File: src/rtl/i2c_init_sequencer.sv
// i2c_init_sequencer: walks a register-init ROM and issues one single-byte I2C register write per entry, with inline delays, NACK retry and done/error status
module i2c_init_sequencer #(
  parameter int unsigned TABLE_LEN = 64,
  parameter logic [7:0]  DEVICE_ID = 8'h78,
  parameter logic        ADDR_MODE = 1'b1,
  parameter int unsigned PWR_DLY   = 50000,
  parameter int unsigned DLY_UNIT  = 50000,
  parameter int unsigned MAX_RETRY = 3
) (
  input  logic        Clk,
  input  logic        Rst,
  input  logic        start,
  output logic [7:0]  lut_index,
  input  logic [23:0] lut_data,
  output logic        wrreg_req,
  output logic        rdreg_req,
  output logic [15:0] addr,
  output logic        addr_mode,
  output logic [7:0]  wrdata,
  output logic [7:0]  device_id,
  input  logic        RW_Done,
  input  logic        ack,
  output logic        busy,
  output logic        init_done,
  output logic        init_err,
  output logic [7:0]  err_index
);
  typedef enum logic [3:0] {PWR_WAIT, FETCH, CHECK, REQ, WAIT_DONE, DELAY, NEXT, DONE, ERR} state_t;
  localparam logic [31:0] PWR_LAST  = PWR_DLY == 0 ? 32'd0 : 32'(PWR_DLY - 1);
  localparam logic [7:0]  IDX_LAST  = 8'(TABLE_LEN - 1);
  localparam logic [2:0]  RETRY_MAX = 3'(MAX_RETRY);
  state_t state_q, state_d;
  logic [31:0] cnt_q, cnt_d, load;
  logic [2:0] retry_q, retry_d;
  logic [7:0] idx_q, idx_d, wrdata_q, wrdata_d, err_idx_q, err_idx_d;
  logic [15:0] addr_q, addr_d;
  logic done_q, done_d, err_q, err_d;
  assign load = 32'(lut_data[7:0]) * 32'(DLY_UNIT);
  always_comb begin
    state_d = state_q;
    cnt_d = cnt_q;
    retry_d = retry_q;
    idx_d = idx_q;
    addr_d = addr_q;
    wrdata_d = wrdata_q;
    done_d = done_q;
    err_d = err_q;
    err_idx_d = err_idx_q;
    case (state_q)
      PWR_WAIT: begin
        cnt_d = cnt_q == PWR_LAST ? '0 : cnt_q + 32'd1;
        state_d = cnt_q == PWR_LAST ? FETCH : PWR_WAIT;
      end
      FETCH: state_d = CHECK;
      CHECK: if (lut_data[23:8] == 16'hFFFF) begin
        cnt_d = load;
        state_d = load == '0 ? NEXT : DELAY;
      end else begin
        addr_d = ADDR_MODE ? lut_data[23:8] : {8'h00, lut_data[15:8]};
        wrdata_d = lut_data[7:0];
        state_d = REQ;
      end
      REQ: state_d = WAIT_DONE;
      WAIT_DONE: if (RW_Done) begin
        if (!ack) state_d = NEXT;
        else if (retry_q < RETRY_MAX) begin
          retry_d = retry_q + 3'd1;
          state_d = REQ;
        end else begin
          err_idx_d = idx_q;
          err_d = 1'b1;
          state_d = ERR;
        end
      end
      DELAY: begin
        cnt_d = cnt_q - 32'd1;
        state_d = cnt_q == 32'd1 ? NEXT : DELAY;
      end
      NEXT: begin
        retry_d = '0;
        done_d = idx_q == IDX_LAST;
        idx_d = idx_q == IDX_LAST ? idx_q : idx_q + 8'd1;
        state_d = idx_q == IDX_LAST ? DONE : FETCH;
      end
      DONE, ERR: if (start) begin
        done_d = 1'b0;
        err_d = 1'b0;
        idx_d = '0;
        cnt_d = '0;
        retry_d = '0;
        state_d = PWR_WAIT;
      end
      default: state_d = PWR_WAIT;
    endcase
  end
  always_ff @(posedge Clk) begin
    if (Rst) begin
      state_q <= PWR_WAIT;
      cnt_q <= '0;
      retry_q <= '0;
      idx_q <= '0;
      addr_q <= '0;
      wrdata_q <= '0;
      done_q <= 1'b0;
      err_q <= 1'b0;
      err_idx_q <= '0;
    end else begin
      state_q <= state_d;
      cnt_q <= cnt_d;
      retry_q <= retry_d;
      idx_q <= idx_d;
      addr_q <= addr_d;
      wrdata_q <= wrdata_d;
      done_q <= done_d;
      err_q <= err_d;
      err_idx_q <= err_idx_d;
    end
  end
  assign lut_index = idx_q;
  assign wrreg_req = state_q == REQ;
  assign rdreg_req = 1'b0;
  assign addr = addr_q;
  assign addr_mode = ADDR_MODE;
  assign wrdata = wrdata_q;
  assign device_id = DEVICE_ID;
  assign busy = !(state_q == DONE || state_q == ERR);
  assign init_done = done_q;
  assign init_err = err_q;
  assign err_index = err_idx_q;
endmodule

File: config.mk
export PLATFORM = sky130hd
export DESIGN_NAME = i2c_init_sequencer
export DESIGN_NICKNAME = d
export VERILOG_FILES = /design/src/rtl/i2c_init_sequencer.sv
export SDC_FILE = /design/constraint.sdc
export NUM_CORES = 1
export LEC_CHECK = 0
export CAP_MARGIN = 10
export CELL_PAD_IN_SITES_DETAIL_PLACEMENT = 1
export CELL_PAD_IN_SITES_GLOBAL_PLACEMENT = 2
export CORE_AREA = 2 2 125 158
export DETAILED_ROUTE_END_ITERATION = 10
export DIE_AREA = 0 0 127 160
export PLACE_DENSITY_LB_ADDON = 0.25
export RECOVER_POWER = 100
export SLEW_MARGIN = 20
export SYNTH_ARGS = -nofsm -noshare
export SYNTH_HDL_FRONTEND = slang
export SYNTH_SLANG_ARGS = --single-unit
File: constraint.sdc
create_clock -name Clk -period 9.5 [get_ports Clk]
set_clock_uncertainty 0.2 [all_clocks]
set_input_delay 1.9 -clock Clk [delete_from_list [all_inputs] [get_ports Clk]]
set_output_delay 1.9 -clock Clk [all_outputs]
set_load 0.1 [all_outputs]
Yosys cells after proc, flatten, opt, wreduce, memory -nomap -nowiden:

Index checks and enable logic that the tools add are counted.

* $add $sub $neg: 4
* multiply operators: 1
* order comparisons: 1
* equal/unequal tests: 19
* multiplexer cells: 28
* bitwise gates (word level): 2
* reductions and logical operators: 17

Operators with widths (number)
* case mux 32 bit (4 select lines): 1
* two-way mux 32 bit: 3
* adder 32 x 1 -> 32 bit (second input constant): 1
* == test 32 x 1 -> 1 bit (second input constant): 1
* == test 32 x 16 -> 1 bit (second input constant): 1
* logical NOT 32 bit: 1
* case mux 4 bit (8 select lines): 1
* subtractor 32 x 1 -> 32 bit (second input constant): 1
* multiplier 8 x 12 -> 20 bit (second input constant): 1
* two-way mux 3 bit: 6
* == test 16 bit (second input constant): 1
* == test 4 x 3 -> 1 bit (second input constant): 4
* two-way mux 4 bit: 4
* two-way mux 8 bit: 2
* case mux 8 bit (2 select lines): 1
* != test 2 bit (second input constant): 7
* AND reduction 5 bit: 2
* case mux 3 bit (3 select lines): 1
* adder 8 x 1 -> 8 bit (second input constant): 1
* == test 4 x 2 -> 1 bit (second input constant): 2
* == test 8 x 6 -> 1 bit (second input constant): 1
* AND reduction 2 bit: 3
* AND reduction 3 bit: 2
* two-way mux 1 bit: 5
* 15 further kinds: 19

* bits in registers: 81
* word-level logic and storage cells: 81

Longest topological paths before layout:

Gate-level depths: netlist of run 1.

* depth after elaboration: 5
* mapped depth: 16
* gate-level depth less buffers: 15

Worst setup path after synthesis of run 1:

Ideal clock, no wire load.

* path kind: input-to-reg
* from: in lut_data[3]
* to: reg state_q[0]
* arrival: 5434 ps
* path slack: 3737 ps
* stages: 13
* buffers on the path: 1
* cells stage by stage: ha_1 -> fa_1 -> fa_1 -> ha_1 -> ha_1 -> clkbuf_1 -> a21o_1 -> a22oi_1 -> a31oi_1 -> a2111oi_0 -> xnor2_1 -> nor4_1 -> o31ai_1

* word-level cells in the longest chain between the ends: 5

Ends and longest elaborated chain
* start: declaration: RTL line 14 `input logic [23:0] lut_data,`
* multiplier 8 x 12 -> 20 bit: RTL line 38 `assign load = 32'(lut_data[7:0]) * 32'(DLY_UNIT);`
* logical NOT 32 bit: RTL line 57 `state_d = load == '0 ? NEXT : DELAY;`
* two-way mux 2 bit: RTL line 57
* two-way mux 3 bit: RTL line 55 `CHECK: if (lut_data[23:8] == 16'hFFFF) begin`
* case mux 4 bit (8 select lines): RTL line 49 `case (state_q)`
* end signal: assignment: RTL line 108 `state_q <= state_d;`
* end: declaration: RTL line 32 `state_t state_q, state_d;`

Every way passes these cells.
A chain may end at the register's enable or synchronous reset.

Final worst setup path of run 1:

Ends and elaborated chain as after synthesis.

==> run metrics, run 1 <==
most numerous cell in the Yosys netlist=nand2_1; Setup WS post-layout=2.89 ns; Root Driver=clkbuf_16; Crit-path slowest cell=dlygate4sd3_1; Slew HR=-0.0935; Buffers on Ports=72; syn avg cell area=7.65 sq um; CP max stage delay=0.64 ns; Critical Path Most Common Cell=ha_1; core outline area=19000 sq um; Remaining Overflow, GRT=0; status=finished, violations left; routed wire length per instance=18.9 um; routability congestion estimate=0.887; final hold vios=0; clock buffer depth=2; critical setup path kind=input port to flop; Setup crit start kind=input port; hpwl dp=15.9 mm; number of global-route vias before repair=6743; Synth top area share=0.250; largest net degree at the start of global routing=67; worst-path cell chain=dlygate4sd3_1, ha_1, fa_1, fa_1, ha_1, ha_1, a211oi_1, o211ai_1, a221o_1, a21oi_1, xor2_1, nand4_1, nor4_1, o31ai_1; maximum VDD drop=0.0966 mV; Post-CTS Hold Fix Bufs=0; post_cts resized=0; first-pass GRT wire length=35.2 mm; Synth Register Bits=81; type of the most critical hold path=flop to flop; clk_lat worst skew=0.36 ns; height of the die=160 um; failing checks=max-capacitance violations, max-slew violations; Synth area leader=dfxtp_1; dpl cell area=7330 sq um; CP Data Required Time=9.52 ns; Fin Setup TNS=0 ns; Synth area leaders=dfxtp_1 (25%), ha_1 (11%), nand2_1 (6.6%); measured slew at the worst slew-check pin=1.64 ns; Post-DRT Antenna Nets=0; IO Count=83; Pleak=0.00301 uW; Mapped Area=6490 sq um; RSZ-0062 raised after global routing=no; Die W=127 um; Crit path max-delay family=adder cells; drc violations=0; Seq/Total Area, Yosys=0.250; CP Capture Type=flop; pre-CTS WS=2.56 ns; PD cells=147 nW/um^2; worst r2r path cells=8; hold depth=2; Setup Buffers After CTS=0; Global Route Usage Sum=0.212; Worst path depth=14; clock slew at reported path FFs=0.07 ns; ANT cells=0; Max-Cap Viols=1; Num CTS Buffers=9; crit share post-route=0.696; crit path from=lut_data[3]; ys flop type=dfxtp_1; Async SR Flop Fraction=0; crit path DAT=6.63 ns; Via Count=6438; length of the first detailed-routing pass in iterations=4; max frequency=151 MHz; Buffers & Inverters on Critical Path=1; CTS tree=yes; row cnt=57; final WL=21.2 mm; Final Net Count=984; Via-to-Cell Ratio=5.72; Layout area overhead=17.8%; clock sink count=81; initial antenna violation count=0; synth cell count leaders=nand2_1 (115), dfxtp_1 (81), a21oi_1 (79); min-delay src=addr[2]$_SDFFE_PP0P_; worst-path maximum fanout=5; Starting Density=0.342; reg2reg start=state_q[3]$_SDFFE_PP0P_; Tmin final=6.61 ns; layout cells sized above 1=0.0585; distinct cell type count after synthesis=73; Gate Count Post-Synth=849; Slew Limit Fails=36; YS warnings=0; Post-synth EDFFs=0; H-Tree Depth=3; design area=7650 sq um; drt first-iter violations=305; Die Area=20300 sq um; final setup vio count=0
## where the power goes
group	leakage (uW)	total, uW	internal [uW]	switching, uW
clock	0.000165	401	241	160
sequential	0.000653	345	341	3.96
combinational	0.00219	379	145	234
total	0.00301	1130	727	398
## per-layer routing
metal / routed length [um] / share of wire / global-route usage / vias up
met5: 0 / 0 / 0 / -
met4: 485 / 0.023 / 0.0734 / 0
met3: 439 / 0.021 / 0.0251 / 29
met2: 11300 / 0.53 / 0.395 / 92
met1: 9020 / 0.42 / 0.249 / 3193
li1: - / - / - / 3124
## state kept, by name, indices dropped and copies added, names as in the netlist
name	cells
state_q	4
cnt_q	32
err_index	8
retry_q	3
init_err	1
wrdata	8
addr	16
lut_index	8
init_done	1
## area by class of cell
cell class	count	area, sq um
sequential	81	1620
inverter	24	90.1
clock buffer	10	239
fill	2282	11300
tap	236	295
timing repair buffer	81	772
clock inverter	6	97.6
multi-input combinational	687	4530
## layout by cell type (no fill, tap or decap), drive strengths merged, types with 4 or more instances in the layout
cell type / count
clkbuf: 13
inv: 26
nand2: 116
xnor2: 21
o21ai: 56
o221ai: 7
a21o: 10
xor2: 17
nor2: 77
nand3: 28
buf: 7
nor3b: 4
a211oi: 10
mux2i: 8
a31oi: 14
conb: 10
a21oi: 80
nor3: 29
nand2b: 7
nand4: 13
dlygate4sd3: 50
or3: 6
nor4: 15
and3: 8
or4: 7
a311oi: 4
ha: 59
clkdlybuf4s50: 21
o21a: 5
o22ai: 5
a221oi: 4
a22oi: 7
dfxtp: 81
fa: 12
## cell families after synthesis
family	synth area share
XOR/XNOR	0.0513
adder cells (fa/ha/maj)	0.151
buffers and inverters	0.0605
flip-flops	0.250
other	0.00116
AND/OR/NAND/NOR	0.245
AO/OA/AOI/OAI	0.224
multiplexers	0.0175
## tightest hold or removal path, delay by kind of cell, from the launching register on
family | cells | cell delay (ns)
AOI/OAI and AO/OA | 1 | 0.05
DFF | 1 | 0.31
and+or+nand+nor | 1 | 0.05
## path summary, 6_finish.rpt
path,slack (ns),to
max,2.89,state_q[0]$_SDFFE_PP0P_
min,0.26,addr[2]$_SDFFE_PP0P_
max reg2reg,5.71,cnt_q[27]$_SDFFE_PP0P_
min reg2reg,0.26,addr[2]$_SDFFE_PP0P_
## metrics by stage
step           power [uW]  hold slack [ns]   util  instances
3_5_place_dp          733            0.252  0.386       1109
3_3_place_gp          721            0.244  0.386       1109
5_1_grt              1200            0.282  0.403       1125
6_report             1130            0.256  0.403       1125
4_1_cts              1140            0.262  0.404       1125
2_1_floorplan         634            0.238      -        857
Note: power is estimated with default switching activity, not from simulation.
==> run 2: changes to the inputs <==
--- a/config.mk
+++ b/config.mk
@@ -8,9 +8,9 @@
 export CAP_MARGIN = 10
 export CELL_PAD_IN_SITES_DETAIL_PLACEMENT = 1
 export CELL_PAD_IN_SITES_GLOBAL_PLACEMENT = 2
-export CORE_AREA = 2 2 125 158
+export CORE_AREA = 2 2 129 162
 export DETAILED_ROUTE_END_ITERATION = 10
-export DIE_AREA = 0 0 127 160
+export DIE_AREA = 0 0 131 164
 export PLACE_DENSITY_LB_ADDON = 0.25
 export RECOVER_POWER = 100
 export SLEW_MARGIN = 20
==> constraint.sdc (replaced) <==
create_clock -name Clk -period 6.6 [get_ports Clk]
set_clock_uncertainty 0.2 [all_clocks]
set_input_delay 1.32 -clock Clk [delete_from_list [all_inputs] [get_ports Clk]]
set_output_delay 1.32 -clock Clk [all_outputs]
set_load 0.1 [all_outputs]
==> run metrics, run 2 (synthesized netlist as in run 1, its figures left out) <==
CP Capture Type=flop; Buffers on Ports=72; non-filler cells, final=1164; CP Data Required Time=6.60 ns; measured slew at the worst slew-check pin=1.67 ns; CP max stage delay=0.72 ns; critical setup path kind=input port to flop; Global Route Usage Sum=0.204; hold depth=2; Setup Buffers After CTS=0; commonest non-fill, non-tap cell in the layout=nand2_1; Via Count=6418; dpl cell area=7400 sq um; PD cells=207 nW/um^2; clock buffer depth=2; Layout area overhead=18.4%; hpwl dp=16.3 mm; Slew Limit Fails=16; Post-DRT Antenna Nets=0; max frequency=165 MHz; Biggest register=cnt_q; layout cells sized above 1=0.0604; reg2reg start=state_q[3]$_SDFFE_PP0P_; largest net degree at the start of global routing=67; Setup WS post-layout=0.534 ns; Final Net Count=989; routed wire length per instance=18.6 um; max reg flops=32; worst-path maximum fanout=6; post_cts resized=0; final hold vios=0; crit path DAT=6.07 ns; routability congestion estimate=0.851; ANT cells=0; Max-Cap Viols=2; worst hold margin=0.254 ns; Num CTS Buffers=9; Via-to-Cell Ratio=5.51; initial antenna violation count=0; Filler cells=2392; IO Count=83; Die Area=21500 sq um; clock slew at reported path FFs=0.07 ns; Slew HR=-0.128; Tmin final=6.07 ns; RSZ-0062 raised after global routing=no; r2r setup slk=2.02 ns; drt first-iter violations=312; Critical Path Most Common Cell=ha_1; final WL=21.6 mm; worst r2r path cells=8; core outline area=20000 sq um; most frequent cells in the layout=nand2_1 (115), dfxtp_1 (81), a21oi_1 (79), nor2_1 (76), ha_1 (59); length of the first detailed-routing pass in iterations=7; cell total after placement=1148; worst-path cell chain=dlygate4sd3_1, inv_1, ha_1, inv_1, ha_1, fa_1, fa_1, ha_1, a21oi_1, o21ai_0, a221o_1, a21oi_1, xor2_1, nand4_1, nor4_1, o31ai_1; clock sink count=81; clk_lat worst skew=0.35 ns; row cnt=58; design area=7680 sq um; crit share post-route=0.919; Fin Setup TNS=0 ns; Remaining Overflow, GRT=0; pre-CTS WS=0.197 ns; Post-CTS Hold Fix Bufs=0; drc violations=0; Setup crit start kind=input port; first-pass GRT wire length=34.7 mm; crit path from=lut_data[6]; Die W=131 um; final setup vio count=0; min-delay src=addr[12]$_SDFFE_PP0P_; CTS tree=yes; type of the most critical hold path=flop to flop; H-Tree Depth=3; failing checks=max-capacitance violations, max-slew violations; Starting Density=0.325; Root Driver=clkbuf_16; Crit-path slowest cell=dlygate4sd3_1; Pleak=0.00301 uW; height of the die=164 um; number of global-route vias before repair=6730; maximum VDD drop=0.114 mV; status=finished, violations left
[run 2: cell type report]
| class | count | area [sq um] | share of cell area |
|---|---|---|---|
| well taps | 270 | 338 | 0.0440 |
| clock buffers | 9 | 225 | 0.0293 |
| flip-flops and latches | 81 | 1620 | 0.211 |
| inverters | 24 | 90.1 | 0.0117 |
| clock inverters | 7 | 86.3 | 0.0112 |
| repair buffers | 86 | 806 | 0.105 |
| multi-input cells | 687 | 4520 | 0.588 |
[run 2: worst max-delay path: cells and delay by family]
kind | cells | cell delay (ns)
simple gates | 2 | 0.52
compound gates | 5 | 1.22
fa+ha+maj | 5 | 1.95
buf+inv | 3 | 0.84
xor+xnor | 1 | 0.21
[run 2: path summary, 6_finish.rpt]
path | to
hold / removal | addr[12]$_SDFFE_PP0P_
hold reg to reg | addr[12]$_SDFFE_PP0P_
setup reg to reg | cnt_q[27]$_SDFFE_PP0P_
setup / recovery | state_q[0]$_SDFFE_PP0P_
[run 2: per-stage QoR]
step	power (uW)	util
after detailed placement	1070	0.371
after CTS	1620	0.387
after floorplan	913	-
after global placement	1050	0.371
final	1590	0.385
after global routing	1690	0.385
[run 2: power breakdown]
part           switching, uW  total (uW)  internal, uW
Clock                    239         541           302
Combinational            342         554           212
Sequential              5.80         497           491
Total                    587        1590          1010
[run 2: metal layers]
layer | global-route usage | wire (um)
met1 | 0.239 | 9200
met2 | 0.376 | 11400
met3 | 0.0244 | 450
met4 | 0.0716 | 534
met5 | 0 | 0
==> run 3: changes to the inputs <==
--- a/config.mk
+++ b/config.mk
@@ -11,6 +11,7 @@
 export CORE_AREA = 2 2 129 162
 export DETAILED_ROUTE_END_ITERATION = 10
 export DIE_AREA = 0 0 131 164
+export GPL_ROUTABILITY_DRIVEN = 0
 export PLACE_DENSITY_LB_ADDON = 0.25
 export RECOVER_POWER = 100
 export SLEW_MARGIN = 20
==> run metrics, run 3 (synthesized netlist as in run 1, its figures left out) <==
Remaining Overflow, GRT=0; Setup Buffers After CTS=0; min-delay src=wrdata[4]$_SDFFE_PP0P_; Biggest register=cnt_q; maximum VDD drop=0.116 mV; Post-CTS Hold Fix Bufs=0; Setup crit start kind=input port; Post-DRT Antenna Nets=0; Starting Density=0.325; non-filler cells, final=1163; layout cells sized above 1=0.0627; Crit-path slowest cell=dlygate4sd3_1; crit share post-route=0.930; Tmin final=6.14 ns; Die Area=21500 sq um; hpwl dp=16.3 mm; Root Driver=clkbuf_16; first-pass GRT wire length=35.4 mm; length of the first detailed-routing pass in iterations=5; row cnt=58; worst hold margin=0.253 ns; height of the die=164 um; max frequency=163 MHz; Num CTS Buffers=9; Via-to-Cell Ratio=5.54; Multi-input gate area=4520 sq um; Buffers on Ports=72; Fin Setup TNS=0 ns; routed wire length per instance=18.8 um; H-Tree Depth=3; status=finished, violations left; drt first-iter violations=317; design area=7690 sq um; ANT cells=0; clock buffer depth=2; dpl cell area=7400 sq um; Pleak=0.00301 uW; failing checks=max-capacitance violations, max-slew violations; worst-path cell chain=dlygate4sd3_1, inv_1, ha_1, inv_1, ha_1, fa_1, fa_1, ha_1, a21oi_1, o21ai_0, a221o_1, a21oi_1, xor2_1, nand4_1, nor4_1, o31ai_1; crit path from=lut_data[6]; Slew HR=-0.0323; r2r setup slk=2.64 ns; commonest non-fill, non-tap cell in the layout=nand2_1; clk_lat worst skew=0.35 ns; initial antenna violation count=0; cell total after placement=1147; crit path DAT=6.14 ns; FF+latch area=1620 sq um; clock slew at reported path FFs=0.07 ns; Critical Path Most Common Cell=ha_1; Crit path max-delay family=adder cells; Buffers & Inverters on Critical Path=3; final hold vios=0; worst-path maximum fanout=6; type of the most critical hold path=flop to flop; Slew Limit Fails=14; Die W=131 um; measured slew at the worst slew-check pin=1.53 ns; Via Count=6440; clock sink count=81; drc violations=0; RSZ-0062 raised after global routing=no; critical setup path kind=input port to flop; reg2reg start=state_q[2]$_SDFFE_PP0P_; Global Route Usage Sum=0.209; Filler cells=2418; Max-Cap Viols=1; final WL=21.9 mm; number of global-route vias before repair=6918; CP max stage delay=0.74 ns; largest net degree at the start of global routing=67; core outline area=20000 sq um; CP Data Required Time=6.61 ns; most frequent cells in the layout=nand2_1 (115), dfxtp_1 (81), a21oi_1 (79), nor2_1 (76), ha_1 (59); PD cells=207 nW/um^2; CP Capture Type=flop; IO Count=83; final setup vio count=0; Layout area overhead=18.4%; max reg flops=32; Final Net Count=988; CTS tree=yes; post_cts resized=0
[run 3: worst paths after layout]
kind	to	cells past startpoint
setup / recovery	state_q[0]$_SDFFE_PP0P_	16
hold reg to reg	wrdata[4]$_SDFFE_PP0P_	2
hold / removal	wrdata[4]$_SDFFE_PP0P_	2
setup reg to reg	cnt_q[3]$_SDFFE_PP0P_	8
[run 3: per-layer routing]
layer,up-vias,wire length (um),GRT usage
met5,-,0,0
met4,0,500,0.0837
met3,33,452,0.0221
met2,99,11800,0.391
met1,3179,9160,0.237
li1,3129,-,-
[run 3: per-stage QoR]
stage / utilization / total power [uW] / setup slack [ns]
5_1_grt: 0.385 / 1690 / 0.231
3_3_place_gp: 0.371 / 1040 / 0.481
4_1_cts: 0.386 / 1610 / 0.567
6_report: 0.385 / 1590 / 0.465
2_1_floorplan: - / 913 / 1.42
3_5_place_dp: 0.371 / 1060 / 0.191
[run 3: where the power goes]
part	internal, uW	total (uW)	switching (uW)
Clock	309	541	232
Combinational	212	554	342
Sequential	491	497	5.72
[run 3: worst reg2reg max path, cell delays in order, from the launching register on]
cell	delay [ns]
dfxtp_1	0.65
nand2_1	0.11
a21oi_1	0.13
a21oi_1	0.07
o21ai_0	1.19
clkbuf_1	0.89
o221ai_1	0.29
a21oi_1	0.23
nor2_1	0.05
[run 3: cell type report]
type / count / share of cell area
multi-input cells: 687 / 0.588
clock buffers: 10 / 0.0311
repair buffers: 85 / 0.104
flip-flops and latches: 81 / 0.211
inverters: 24 / 0.0117
clock inverters: 6 / 0.00960
well taps: 270 / 0.0439
